$ cat src/rtl/a78_cart_loader.sv
// Download sequencer from the HPS ioctl byte stream into the 7800 cart/BIOS RAMs.
// Parses the A78 header, strips it from the cart image and reports the cart size.
module a78_cart_loader #(
  parameter int CART_AW = 18,
  parameter int BIOS_AW = 12,
  parameter int HDR_LEN = 128
) (
  input  logic               clk_sys,
  input  logic               reset_n,
  input  logic               ioctl_download,
  input  logic [7:0]         ioctl_index,
  input  logic               ioctl_wr,
  input  logic [24:0]        ioctl_addr,
  input  logic [7:0]         ioctl_dout,
  output logic               ioctl_wait,
  input  logic               mem_busy,
  output logic               cart_we,
  output logic               bios_we,
  output logic [CART_AW-1:0] mem_addr,
  output logic [7:0]         mem_data,
  output logic               cart_is_7800,
  output logic [15:0]        cart_flags,
  output logic [7:0]         joy0_type,
  output logic [7:0]         joy1_type,
  output logic [7:0]         cart_region,
  output logic [7:0]         cart_save,
  output logic [31:0]        cart_size,
  output logic               core_hold,
  output logic               load_done,
  output logic               drop_err
);

  typedef enum logic [1:0] {IDLE, CART, BIOS, FINISH} state_t;
  state_t state, state_nx;

  logic        we, loading, accept, drop_strobe, overflow;
  logic        cart_ok, bios_ok, write_cart, write_bios;
  logic        cart_dl, released, have_addr;
  logic [4:0]  atari_ok;
  logic [24:0] cart_addr, last_addr;
  logic [31:0] size_q, size_total, size_hdr, size_calc;

  assign we           = cart_we | bios_we;
  assign ioctl_wait   = we & mem_busy;
  assign loading      = (state == CART) || (state == BIOS);
  assign accept       = ioctl_wr & loading & ~ioctl_wait;
  assign drop_strobe  = ioctl_wr & loading & ioctl_wait;
  assign cart_is_7800 = &atari_ok;

  always_comb begin
    cart_addr = ioctl_addr;
    if (cart_is_7800 && (ioctl_addr >= 25'(HDR_LEN)))
      cart_addr = ioctl_addr - 25'(HDR_LEN);
  end

  assign cart_ok    = (cart_addr >> CART_AW) == '0;
  assign bios_ok    = (ioctl_addr >> BIOS_AW) == '0;
  assign write_cart = accept && (state == CART) && cart_ok;
  assign write_bios = accept && (state == BIOS) && bios_ok;
  assign overflow   = accept & ~write_cart & ~write_bios;

  always_comb begin
    size_total = {7'd0, last_addr} + 32'd1;
    size_hdr   = cart_is_7800 ? 32'(HDR_LEN) : '0;
    size_calc  = '0;
    if (have_addr && (size_total > size_hdr))
      size_calc = size_total - size_hdr;
  end

  // load_done fires on the first FINISH cycle with nothing in flight; cart_size
  // is bypassed in that cycle so the pulse and the new size appear together.
  assign load_done = (state == FINISH) && cart_dl && !we;
  assign cart_size = load_done ? size_calc : size_q;
  assign core_hold = ~released | (state == CART) | (state == FINISH);

  always_ff @(posedge clk_sys) begin
    if (!reset_n) state <= IDLE;
    else          state <= state_nx;
  end

  always_comb begin
    state_nx = state;
    case (state)
      IDLE:       if (ioctl_download) state_nx = (ioctl_index != 8'd0) ? CART : BIOS;
      CART, BIOS: if (!ioctl_download) state_nx = FINISH;
      FINISH:     if (!we) state_nx = IDLE;
      default:    state_nx = IDLE;
    endcase
  end

  // Write port: a new accepted strobe may replace a write completing this cycle.
  always_ff @(posedge clk_sys) begin
    if (!reset_n) begin
      cart_we  <= 1'b0;
      bios_we  <= 1'b0;
      mem_addr <= '0;
      mem_data <= '0;
      drop_err <= 1'b0;
    end else begin
      if (write_cart || write_bios) begin
        cart_we  <= write_cart;
        bios_we  <= write_bios;
        mem_addr <= write_cart ? cart_addr[CART_AW-1:0]
                               : CART_AW'(ioctl_addr[BIOS_AW-1:0]);
        mem_data <= ioctl_dout;
      end else if (we && !mem_busy) begin
        cart_we <= 1'b0;
        bios_we <= 1'b0;
      end
      if (drop_strobe || overflow)
        drop_err <= 1'b1;
    end
  end

  always_ff @(posedge clk_sys) begin
    if (!reset_n) begin
      cart_dl     <= 1'b0;
      released    <= 1'b0;
      have_addr   <= 1'b0;
      last_addr   <= '0;
      atari_ok    <= '0;
      cart_flags  <= '0;
      joy0_type   <= '0;
      joy1_type   <= '0;
      cart_region <= '0;
      cart_save   <= '0;
      size_q      <= '0;
    end else begin
      if (state == IDLE && ioctl_download) begin
        cart_dl <= (ioctl_index != 8'd0);
        if (ioctl_index != 8'd0) begin
          have_addr   <= 1'b0;
          atari_ok    <= '0;
          cart_flags  <= '0;
          joy0_type   <= '0;
          joy1_type   <= '0;
          cart_region <= '0;
          cart_save   <= '0;
        end
      end
      if (accept && state == CART) begin
        have_addr <= 1'b1;
        last_addr <= ioctl_addr;
        case (ioctl_addr)
          25'd1:   atari_ok[0]       <= (ioctl_dout == 8'h41);
          25'd2:   atari_ok[1]       <= (ioctl_dout == 8'h54);
          25'd3:   atari_ok[2]       <= (ioctl_dout == 8'h41);
          25'd4:   atari_ok[3]       <= (ioctl_dout == 8'h52);
          25'd5:   atari_ok[4]       <= (ioctl_dout == 8'h49);
          25'd53:  cart_flags[15:8]  <= ioctl_dout;
          25'd54:  cart_flags[7:0]   <= ioctl_dout;
          25'd55:  joy0_type         <= ioctl_dout;
          25'd56:  joy1_type         <= ioctl_dout;
          25'd57:  cart_region       <= ioctl_dout;
          25'd58:  cart_save         <= ioctl_dout;
          default: ;
        endcase
      end
      if (load_done) begin
        size_q   <= size_calc;
        released <= 1'b1;
      end
    end
  end

endmodule

$ cat config.mk
export PLATFORM = sky130hd
export DESIGN_NAME = a78_cart_loader
export DESIGN_NICKNAME = d
export VERILOG_FILES = /design/src/rtl/a78_cart_loader.sv
export SDC_FILE = /design/constraint.sdc
export NUM_CORES = 1
export LEC_CHECK = 0
export ABC_CLOCK_PERIOD_IN_PS = 12200
export CAP_MARGIN = 20
export CORE_UTILIZATION = 55
export DETAILED_ROUTE_END_ITERATION = 7
export PLACE_DENSITY_LB_ADDON = 0.12
export SLEW_MARGIN = 20
export SYNTH_ARGS = -nofsm -noshare
export SYNTH_HDL_FRONTEND = slang
export SYNTH_SLANG_ARGS = --single-unit
$ cat constraint.sdc
create_clock -name clk_sys -period 12.2 [get_ports clk_sys]
set_input_delay 3.05 -clock clk_sys [delete_from_list [all_inputs] [get_ports clk_sys]]
set_output_delay 3.05 -clock clk_sys [all_outputs]
set_load 0.03 [all_outputs]
==> results of run 1 <==
layer usage:
layer	vias up	share of wire [%]	routed length [um]
met3	45	6.5	1329
met1	3313	42	8524
met2	224	49	9863
met5	-	0	0
met4	0	2.8	576
li1	3542	-	-
layout by cell type, fill, tap and decap left out, types with 14 or more instances in the layout:
| cell type | netlist | final |
|---|---|---|
| sky130_fd_sc_hd__dfxtp_1 | 144 | 144 |
| sky130_fd_sc_hd__a22o_1 | 25 | 25 |
| sky130_fd_sc_hd__clkbuf_16 | 0 | 17 |
| sky130_fd_sc_hd__nor3_1 | 14 | 14 |
| sky130_fd_sc_hd__xor2_1 | 20 | 20 |
| sky130_fd_sc_hd__and2_1 | 40 | 40 |
| sky130_fd_sc_hd__a21boi_0 | 47 | 47 |
| sky130_fd_sc_hd__inv_1 | 14 | 14 |
| sky130_fd_sc_hd__xnor2_1 | 21 | 21 |
| sky130_fd_sc_hd__nand3_1 | 81 | 81 |
| sky130_fd_sc_hd__clkdlybuf4s50_1 | 0 | 157 |
| sky130_fd_sc_hd__nand2_1 | 192 | 192 |
| sky130_fd_sc_hd__o21ai_0 | 15 | 15 |
| sky130_fd_sc_hd__nand4_1 | 16 | 16 |
| sky130_fd_sc_hd__nor2_1 | 45 | 45 |
| sky130_fd_sc_hd__a21oi_1 | 66 | 66 |
worst paths after layout:
kind	slack [ps]	from	cells after the start	end
hold reg to reg	450	mem_addr[0]	2	mem_addr[0]
setup reg to reg	8280	last_addr[3]	14	size_q[25]
hold / removal	450	mem_addr[0]	2	mem_addr[0]
setup / recovery	4460	last_addr[3]	14	cart_size[26]
power groups by stage:
stage	Sequential [mW]	Clock (mW)	Combinational [mW]
2_1_floorplan	0.504	0	0.127
3_3_place_gp	0.516	0	0.167
3_5_place_dp	0.516	0	0.168
4_1_cts	0.506	0.517	0.170
5_1_grt	0.509	0.534	0.185
6_report	0.506	0.509	0.171
sequential cells by signal, summed over array words and instances, names as in the netlist, 2 cells and up:
register	flops
cart_flags	16
atari_ok	5
joy1_type	8
cart_save	8
cart_region	8
joy0_type	8
last_addr	25
mem_addr	18
mem_data	8
state	2
size_q	32
per-stage QoR:
stage	power, mW	util [%]	setup slack [ps]	hold WS (ps)
final	1.186	72.30	4465	449.8
after global routing	1.228	72.30	4119	482.9
after CTS	1.193	72.30	4453	452.4
after detailed placement	0.6838	67.98	4782	442.9
after global placement	0.6832	67.98	4787	436.4
after floorplan	0.6315	-	5808	436.6
cells by family (layout without fill, tap and decap cells):
logic type	count (synthesis)	in the layout	synth area share, %
AND/OR/NAND/NOR	462	462	31.08
multiplexers	8	8	1.156
buffers and inverters	90	212	5.384
XOR/XNOR	41	41	4.740
flip-flops	144	144	38.05
adder cells (fa/ha/maj)	9	9	1.486
AO/OA/AOI/OAI	201	201	18.10
cell type report:
class	count	area, um^2
clock buffer	18	429.2
clock inverter	14	147.6
fill	1136	3697
inverter	15	56.30
multi-input combinational	721	4285
sequential	144	2883
tap	176	220.2
timing repair buffer	165	1629
worst reg2reg max path: cells and delay by family (launching register included):
family,cells,cell delay [ps]
xor+xnor,1,140
simple gates,7,1520
compound gates,3,780
flops,1,560
mux,1,340
fa+ha+maj,2,480
==> Implementation_results.wiki, run 1 <==
{| class="wikitable"
! Metric !! Value
|-
| Result of the run || finished, final reports clean
|-
| Grt met1 use || 33.95%
|-
| Cell internal pwr || 835.6 uW
|-
| Routed WL per cell || 16.20 um
|-
| Cell area after synthesis || 7576 um^2
|-
| Crit Path Max Fanout || 12
|-
| Synth cell types || 70
|-
| Diodes inserted || 0
|-
| Area delta synth->final || 27.38%
|-
| Row cnt || 42
|-
| Worst Path Class, Setup || reg -> out
|-
| Number of standard cells in the layout, taps in and fillers out || 1,253
|-
| Hold WC Path Type || reg -> reg
|-
| Initial standard-cell utilization of the core || 56.76%
|-
| Fraction of registers with async set or reset after synthesis || 0%
|-
| Via count || 7,124
|-
| CTS Sinks || 144
|-
| Largest net degree at the start of global routing || 82
|-
| DRT antenna net count || 0
|-
| Sort of element at the end of the critical path || output port
|-
| Layout Nets || 1,119
|-
| Worst clock skew on the final layout || 9.616 ps
|-
| Initial antenna violation count || 0
|-
| Leakage || 3.337 nW
|-
| Cell types with the largest area share after synthesis || sky130_fd_sc_hd__dfxtp_1, sky130_fd_sc_hd__nand2_1, sky130_fd_sc_hd__nand3_1
|-
| Portion of the clock cycle consumed by the worst path in the final layout || 63.40%
|-
| Unrepaired setup endpoints after global routing || no
|-
| Die X || 119.4 um
|-
| Clk network pwr share || 42.9%
|-
| Power per cell area || 122.9 nW/um^2
|-
| Series of cell instances along the critical path || nand4_4 -> nor2_1 -> nand2_1 -> xor2_1 -> ha_1 -> ha_1 -> nand3_1 -> mux2_2 -> a211oi_4 -> nand2_2 -> or4_4 -> nand4_1 -> nand2_1 -> clkdlybuf4s50_1
|-
| Clock root buffer || sky130_fd_sc_hd__clkbuf_16
|-
| Overall track demand over capacity in global routing || 29.01%
|-
| Number of instances in the placed design || 1,221
|-
| Syn_nets || 1,010
|-
| Arrival time reported for the critical path endpoint || 4690 ps
|-
| Yosys reg bits || 144
|-
| Normalized max-slew margin || 40.84%
|-
| 1st-pass router iterations || 5
|-
| Area of the core || 13,350 um^2
|-
| Count of instances resized after the clock tree is built || 0
|-
| Number of enable flip-flop cells after synthesis || 0
|-
| Warning count from the yosys run || 0
|-
| I/O pin count || 159
|-
| Violation count after the first detailed-route iteration || 344
|-
| Post-CTS Repair Setup Buffers || 0
|-
| Combinational group share of total power || 14.4%
|-
| Number of failing hold endpoints at the final stage || 0
|-
| Switch Pwr || 350.7 uW
|-
| Gr busiest metal || met2
|-
| Total die area || 14,250 um^2
|-
| Most repeated cell in the gate-level netlist after synthesis || sky130_fd_sc_hd__nand2_1
|-
| Number of cells produced by synthesis || 955
|-
| Number of setup violations in the final report || 0
|-
| HPWL after DPL || 14.37 mm
|-
| Cell at the slowest stage of the critical path || sky130_fd_sc_hd__clkdlybuf4s50_1
|-
| Switching power share of the total || 29.56%
|-
| Height of the die || 119.4 um
|-
| Setup crit start kind || register
|-
| Final estimated routing congestion in global placement || 0.9634
|-
| Via count of the first global-routing pass || 6,668
|-
| Routed Wire Length || 20.29 mm
|-
| Share of Yosys cell area claimed by the top area cell type || 38.05%
|-
| Largest stage delay, worst path || 610 ps
|-
| Maximum clock rate || 0.1293 GHz
|-
| Buffers and inverters on the worst path || 1
|-
| Final worst path period need || 7735 ps
|-
| Post-route DRC || 0
|-
| Global-route wire length before repair || 32.71 mm
|-
| Met3 routing resource usage after global routing || 8.573%
|-
| Most used flip-flop cell after synthesis || sky130_fd_sc_hd__dfxtp_1
|-
| Aggregate global routing overflow || 0
|-
| List of most frequent post-synthesis cells || sky130_fd_sc_hd__nand2_1, sky130_fd_sc_hd__dfxtp_1, sky130_fd_sc_hd__nand3_1
|-
| Buffers on Ports || 158
|-
| Fraction of final layout cells sized beyond drive strength 1 || 6.407%
|-
| Mean instance size in the synthesized netlist || 7.933 um^2
|-
| Library cell occupying the most area in the post-synthesis netlist || sky130_fd_sc_hd__dfxtp_1
|-
| Final Max Slew Viols || 0
|-
| Number of buffers created by CTS || 17
|-
| Crit-path leading delay family || simple AND/OR/NAND/NOR gates
|-
| Worst Max-Slew Pin Slew || 885.5 ps
|-
| Post-CTS Hold Buffers || 0
|-
| Number of levels the H-tree was split into || 4
|-
| Max rail drop VDD || 0.0001394 V
|-
| Power share of the sequential group || 42.7%
|-
| Setup total negative slack || 0 ps
|-
| Post-layout instance area || 9651 um^2
|-
| Insertion delay to the later sink of the worst-skew pair || 430 ps
|-
| Clock slew seen by the registers of the worst setup and hold paths || 70 ps
|-
| Part of the Yosys area used for sequential elements || 38.05%
|-
| Largest buffer count on any clock path || 2
|-
| Max_cap viols || 0
|-
| Vias per Instance || 5.686
|-
| Required time reported for the critical path endpoint || 9150 ps
|-
| Routing usage on met2 || 49.27%
|-
| Placed Instance Area || 9074 um^2
|-
| CTS tree || built
|}
No activity file was read; power rests on OpenSTA's default activity.
==> run 2, diff against run 1 <==
ABC_CLOCK_PERIOD_IN_PS = 6600   (was 12200)
CORE_UTILIZATION = 47   (was 55)
clock period = 6.6 ns   (was 12.2 ns; I/O delays follow)
==> Implementation_results.wiki, run 2 (synthesis gave the netlist of run 1 again) <==
{| class="wikitable"
! Metric !! Value
|-
| Crit Path Max Fanout || 9 (-3)
|-
| Detailed route wirelength on metal2 || 10.35 mm (+4.9%)
|-
| Min-Delay Path Depth || 2 (unchanged)
|-
| Area of the core || 15,830 um^2 (+19%)
|-
| Diodes inserted || 0 (unchanged)
|-
| Vias per Instance || 5.511 (-3.1%)
|-
| Fraction of final layout cells sized beyond drive strength 1 || 6.932% (+0.52 points)
|-
| Aggregate global routing overflow || 0 (unchanged)
|-
| Top reg by flops || size_q
|-
| Slack of the worst reg-to-reg path || 2730 ps (-5550 ps)
|-
| Launching point of the worst reg2reg path || last_addr[3]
|-
| Clock slew seen by the registers of the worst setup and hold paths || 70 ps (about the same)
|-
| End of the worst hold path || mem_addr[0]
|-
| Area delta synth->final || 28.98%
|-
| Clock root buffer || sky130_fd_sc_hd__clkbuf_16
|-
| DRT antenna net count || 0 (unchanged)
|-
| Worst Path Class, Setup || reg -> out
|-
| Hold WC Path Type || reg -> reg
|-
| Uppermost signal routing layer after detailed routing || met4
|-
| Via count of the first global-routing pass || 6,550 (-1.8%)
|-
| Sort of element at the end of the critical path || output port
|-
| Largest net degree at the start of global routing || 82 (unchanged)
|-
| Most prevalent standard cell on the critical path || sky130_fd_sc_hd__ha_1
|-
| Layout Nets || 1,124 (+0.45%)
|-
| Portion of the clock cycle consumed by the worst path in the final layout || 95.15%
|-
| Post-route DRC || 0 (unchanged)
|-
| Arrival time reported for the critical path endpoint || 4630 ps (-60 ps)
|-
| Post-CTS Hold Buffers || 0 (unchanged)
|-
| Die X || 129.0 um (+8.0%)
|-
| Most common library cell in the layout ignoring fill and taps || sky130_fd_sc_hd__nand2_1
|-
| Result of the run || finished, final reports clean
|-
| Via count || 7,153 (+0.41%)
|-
| Setup total negative slack || 0 ps (unchanged)
|-
| Number of buffers created by CTS || 17 (unchanged)
|-
| Power per cell area || 227.8 nW/um^2 (+85%)
|-
| 1st-pass router iterations || 5 (unchanged)
|-
| Cell at the slowest stage of the critical path || sky130_fd_sc_hd__clkdlybuf4s50_1
|-
| Setup crit start kind || register
|-
| Violation count after the first detailed-route iteration || 415 (+21%)
|-
| Detail Route met3 WL || 1.298 mm (-2.3%)
|-
| Leakage || 3.391 nW (+1.6%)
|-
| Number of flip-flops under the largest register name || 32 (unchanged)
|-
| Total die area || 16,630 um^2 (+17%)
|-
| Number of levels the H-tree was split into || 4 (unchanged)
|-
| Final worst path period need || 6280 ps
|-
| Max rail drop VDD || 0.0002008 V (+44%)
|-
| Required time reported for the critical path endpoint || 4950 ps (-4200 ps)
|-
| Height of the die || 129.0 um (+8.0%)
|-
| Row cnt || 46 (+9.5%)
|-
| Critical Path Start || last_addr[3]
|-
| Max_cap viols || 0 (unchanged)
|-
| CTS tree || built
|-
| Unrepaired setup endpoints after global routing || no
|-
| FILL cells || 1,444 (+27%)
|-
| Initial antenna violation count || 0 (unchanged)
|-
| Normalized max-slew margin || 39.92% (-0.91 points)
|-
| Number of setup violations in the final report || 0 (unchanged)
|-
| Largest stage delay, worst path || 590 ps (-20 ps)
|-
| Routed WL per cell || 16.52 um (+2.0%)
|-
| Final Max Slew Viols || 0 (unchanged)
|-
| Final estimated routing congestion in global placement || 0.9419 (-2.2%)
|-
| HPWL after DPL || 15.15 mm (+5.5%)
|-
| I/O pin count || 159 (unchanged)
|-
| Worst clock skew on the final layout || 10.04 ps (+0.4250 ps)
|-
| Power consumption || 2.226 mW (+88%)
|-
| Most frequent cells in the layout || sky130_fd_sc_hd__nand2_1, sky130_fd_sc_hd__clkdlybuf4s50_1, sky130_fd_sc_hd__dfxtp_1, sky130_fd_sc_hd__nand3_1, sky130_fd_sc_hd__a21oi_1
|-
| Top flop regs || size_q (32), last_addr (25), mem_addr (18)
|-
| Depth of the worst register-to-register path || 14 (unchanged)
|-
| Buffers on Ports || 158 (unchanged)
|-
| Worst Max-Slew Pin Slew || 899.2 ps (+13.68 ps)
|-
| Maximum clock rate || 0.1592 GHz
|-
| Number of failing hold endpoints at the final stage || 0 (unchanged)
|-
| Routed Wire Length || 21.44 mm (+5.6%)
|-
| CTS Sinks || 144 (unchanged)
|-
| Global-route wire length before repair || 34.00 mm (+3.9%)
|-
| Beginning of the worst hold path || mem_addr[0]
|-
| Series of cell instances along the critical path || nand4_4 -> nor2_1 -> nand2_1 -> xor2_1 -> ha_1 -> ha_1 -> nand3_1 -> mux2_2 -> a211oi_4 -> nand2_2 -> or4_4 -> o2111a_1 -> a22o_1 -> clkdlybuf4s50_1
|-
| Largest buffer count on any clock path || 2 (unchanged)
|-
| Met1 layer wirelength in the final routing || 9.135 mm (+7.2%)
|-
| Overall track demand over capacity in global routing || 26.44% (-2.6 points)
|-
| Crit Reg-Reg Endpoint || size_q[25]
|-
| Insertion delay to the later sink of the worst-skew pair || 430 ps (about the same)
|-
| Initial standard-cell utilization of the core || 47.87% (-8.9 points)
|}
## run 2: report_power, final
part	switching (mW)	internal, mW	total [mW]
sequential	0.0436	0.893	0.937
clock	0.428	0.550	0.978
combinational	0.193	0.119	0.312
total	0.665	1.56	2.23
## run 2: worst max path at each step
stage,end,slack (ps)
floorplan,cart_size[25],1760
global placement,cart_size[30],860
detailed placement,cart_size[30],740
CTS,cart_size[30],250
global route,cart_size[25],30
finish,cart_size[25],320
## run 2: what timing repair did
item	CTS	global route
setup endpoints to repair	0	6
endpoints found under the hold margin	0	0
buffers inserted	0	1
gates resized for setup	0	0
## run 2: worst max-delay path, delay by kind of cell, from the launching register on
family / cells / cell delay [ps]
buffers and inverters: 1 / 590
adders and majority gates: 2 / 490
DFF: 1 / 570
and+or+nand+nor: 6 / 1310
AOI/OAI and AO/OA: 3 / 750
xor gates and xnor gates: 1 / 140
muxes: 1 / 340
## run 2: area by class of cell
cell class / count / area, um^2 / area share [%]
multi-input cells: 721 / 4285 / 43.85
flip-flops and latches: 144 / 2883 / 29.50
repair buffers: 170 / 1679 / 17.18
clock buffers: 18 / 439.2 / 4.494
well taps: 216 / 270.3 / 2.766
clock inverters: 14 / 158.9 / 1.626
inverters: 15 / 56.30 / 0.5762
## run 2: metal layers
layer | track usage (%) | vias up
met4 | 11.90 | 0
met5 | 0 | -
met3 | 7.443 | 47
met2 | 44.99 | 199
li1 | - | 3569
met1 | 30.91 | 3338
## run 2: per-stage QoR
step	utilization, %	hold slack (ps)	worst slack [ps]	cell area (um^2)	cells
2_1_floorplan	-	436.6	1763	7576	955
3_3_place_gp	57.83	438.6	861.7	9154	1265
3_5_place_dp	57.83	447.3	735.6	9154	1265
4_1_cts	61.61	457.4	254.6	9752	1297
5_1_grt	61.74	478.1	26.29	9772	1298
6_report	61.74	451.9	320.2	9772	1298
==> run 3, diff against run 2 <==
CORE_UTILIZATION = 40   (was 47)
==> Implementation_results.wiki, run 3 (synthesis gave the netlist of run 1 again) <==
{| class="wikitable"
! Metric !! Value
|-
| Area delta synth->final || 29.36%
|-
| Largest buffer count on any clock path || 2 (unchanged)
|-
| Launching point of the worst reg2reg path || last_addr[3]
|-
| Via count of the first global-routing pass || 6,597 (+0.72%)
|-
| Die X || 139.6 um (+8.3%)
|-
| Largest net degree at the start of global routing || 82 (unchanged)
|-
| Routed Wire Length || 22.25 mm (+3.8%)
|-
| Total die area || 19,490 um^2 (+17%)
|-
| Worst Max-Slew Pin Slew || 896.7 ps (-2.485 ps)
|-
| Buffers and inverters on the worst path || 1 (unchanged)
|-
| Crit Reg-Reg Endpoint || size_q[25]
|-
| Diodes inserted || 0 (unchanged)
|-
| Area of the core || 18,270 um^2 (+15%)
|-
| Worst hold margin || 447.6 ps (-4.306 ps)
|-
| Fraction of final layout cells sized beyond drive strength 1 || 6.932% (unchanged)
|-
| Setup crit start kind || register
|-
| Power per cell area || 228.9 nW/um^2 (+0.47%)
|-
| Buffers on Ports || 158 (unchanged)
|-
| I/O pin count || 159 (unchanged)
|-
| Final estimated routing congestion in global placement || 0.9338 (-0.86%)
|-
| Number of levels the H-tree was split into || 4 (unchanged)
|-
| Result of the run || finished, final reports clean
|-
| Initial standard-cell utilization of the core || 41.47% (-6.4 points)
|-
| Via count || 7,058 (-1.3%)
|-
| Max_cap viols || 0 (unchanged)
|-
| Leakage || 3.385 nW (-0.17%)
|-
| Crit-path leading delay family || simple AND/OR/NAND/NOR gates
|-
| Max rail drop VDD || 0.0001777 V (-11%)
|-
| Vias per Instance || 5.384 (-2.3%)
|-
| Most frequent cells in the layout || sky130_fd_sc_hd__nand2_1, sky130_fd_sc_hd__clkdlybuf4s50_1, sky130_fd_sc_hd__dfxtp_1, sky130_fd_sc_hd__nand3_1, sky130_fd_sc_hd__a21oi_1
|-
| Violation count after the first detailed-route iteration || 355 (-14%)
|-
| Routing usage on met2 || 40.28% (-4.7 points)
|-
| Largest stage delay, worst path || 590 ps (about the same)
|-
| Clock slew seen by the registers of the worst setup and hold paths || 60 ps (about the same)
|-
| Multi-input combinational cell area || 4288 um^2 (about the same)
|-
| Height of the die || 139.6 um (+8.3%)
|-
| Number of buffers created by CTS || 17 (unchanged)
|-
| HPWL after DPL || 15.71 mm (+3.7%)
|-
| Final worst path period need || 6219 ps (-60.77 ps)
|-
| Min-Delay Path Depth || 2 (unchanged)
|-
| Arrival time reported for the critical path endpoint || 4570 ps (-60 ps)
|-
| Required time reported for the critical path endpoint || 4950 ps (about the same)
|-
| 1st-pass router iterations || 5 (unchanged)
|-
| Routed WL per cell || 16.97 um (+2.7%)
|-
| Post-route DRC || 0 (unchanged)
|-
| Top reg by flops || size_q
|-
| FILL cells || 1,773 (+23%)
|-
| Final Max Slew Viols || 0 (unchanged)
|-
| Slack of the worst reg-to-reg path || 2790 ps (+60 ps)
|-
| End of the worst hold path || mem_addr[2]
|-
| Number of flip-flops under the largest register name || 32 (unchanged)
|-
| Aggregate global routing overflow || 0 (unchanged)
|-
| CTS tree || built
|-
| Number of setup violations in the final report || 0 (unchanged)
|-
| Overall track demand over capacity in global routing || 23.23% (-3.2 points)
|-
| Top flop regs || size_q (32), last_addr (25), mem_addr (18)
|-
| Sort of element at the end of the critical path || output port
|-
| Crit Path Max Fanout || 9 (unchanged)
|-
| Cell at the slowest stage of the critical path || sky130_fd_sc_hd__clkdlybuf4s50_1
|-
| Power consumption || 2.243 mW (+0.76%)
|-
| Worst clock skew on the final layout || 12.94 ps (+2.901 ps)
|-
| Layout Nets || 1,125 (+0.089%)
|-
| Insertion delay to the later sink of the worst-skew pair || 430 ps (about the same)
|-
| Portion of the clock cycle consumed by the worst path in the final layout || 94.23% (-0.92 points)
|-
| Grt met1 use || 27.98% (-2.9 points)
|-
| Post-layout instance area || 9801 um^2 (+0.29%)
|-
| Most prevalent standard cell on the critical path || sky130_fd_sc_hd__ha_1
|-
| Maximum clock rate || 0.1608 GHz (+0.98%)
|-
| Placed Instance Area || 9170 um^2 (+0.18%)
|-
| Normalized max-slew margin || 39.67% (-0.26 points)
|-
| Unrepaired setup endpoints after global routing || no
|-
| Post-CTS Hold Buffers || 0 (unchanged)
|-
| DRT antenna net count || 0 (unchanged)
|-
| Clock root buffer || sky130_fd_sc_hd__clkbuf_16
|-
| Gr busiest metal || met2
|-
| Hold WC Path Type || reg -> reg
|-
| Met3 routing resource usage after global routing || 6.469% (-0.97 points)
|-
| Series of cell instances along the critical path || nand4_4 -> nor2_2 -> nand2_1 -> xor2_1 -> ha_1 -> ha_1 -> nand3_1 -> mux2_2 -> a211oi_4 -> nand2_2 -> or4_4 -> o2111a_1 -> a22o_1 -> clkdlybuf4s50_1
|-
| Worst Path Class, Setup || reg -> out
|-
| Row cnt || 49 (+6.5%)
|-
| Global-route wire length before repair || 35.66 mm (+4.9%)
|-
| CTS Sinks || 144 (unchanged)
|-
| Most common library cell in the layout ignoring fill and taps || sky130_fd_sc_hd__nand2_1
|-
| Setup total negative slack || 0 ps (unchanged)
|-
| Beginning of the worst hold path || mem_addr[2]
|-
| Depth of the worst register-to-register path || 14 (unchanged)
|-
| Initial antenna violation count || 0 (unchanged)
|-
| Area used by sequential logic in the layout || 2883 um^2 (unchanged)
|-
| Number of failing hold endpoints at the final stage || 0 (unchanged)
|}
## run 3: worst reg2reg max path: stages (launching register included)
cell                       delay (ps)
sky130_fd_sc_hd__dfxtp_1          570
sky130_fd_sc_hd__nand4_4          220
sky130_fd_sc_hd__nor2_2           270
sky130_fd_sc_hd__nand2_1          100
sky130_fd_sc_hd__xor2_1           160
sky130_fd_sc_hd__ha_1             270
sky130_fd_sc_hd__ha_1             230
sky130_fd_sc_hd__nand3_1           80
sky130_fd_sc_hd__mux2_2           330
sky130_fd_sc_hd__a211oi_4         310
sky130_fd_sc_hd__nand2_2          110
sky130_fd_sc_hd__or4_4            450
sky130_fd_sc_hd__o2111a_1         240
sky130_fd_sc_hd__a22o_1           210
sky130_fd_sc_hd__and2_1           150
## run 3: worst max-delay path by stage
stage | startpoint | endpoint | slack [ps] | depth (start not counted)
floorplan | last_addr[4] | cart_size[25] | 1760 | 14
global placement | last_addr[3] | cart_size[30] | 830 | 14
detailed placement | last_addr[3] | cart_size[30] | 720 | 14
CTS | last_addr[3] | cart_size[30] | 230 | 14
global route | last_addr[3] | cart_size[25] | 90 | 14
finish | last_addr[3] | cart_size[25] | 380 | 14
## run 3: final cells by class
cell class / instances / share of cell area, %
clock inverter: 12 / 1.609
multi-input combinational: 721 / 43.75
sequential: 144 / 29.41
tap: 229 / 2.924
inverter: 15 / 0.5745
timing repair buffer: 171 / 17.21
clock buffer: 19 / 4.519
## run 3: repair_timing
| action | CTS | global route |
|---|---|---|
| buffers inserted | 0 | 2 |
| gates resized for setup | 0 | 1 |
| setup endpoints to repair | 0 | 7 |
## run 3: power breakdown
group,switching (mW),internal (mW),total (mW)
sequential,0.0435,0.893,0.937
combinational,0.195,0.119,0.314
clock,0.388,0.605,0.993
## run 3: metal layers
metal	part of all wire, %	vias up
met5	0	-
met3	6.3	19
li1	-	3554
met1	44	3292
met4	1.2	0
met2	49	193
## run 3: through the flow
stage	util, %	setup slack, ps	std cells
CTS	53.48	227.1	1309
global route	53.64	88.20	1311
detailed placement	50.19	723.8	1278
floorplan	-	1763	955
global placement	50.19	832.0	1278
finish	53.64	381.0	1311
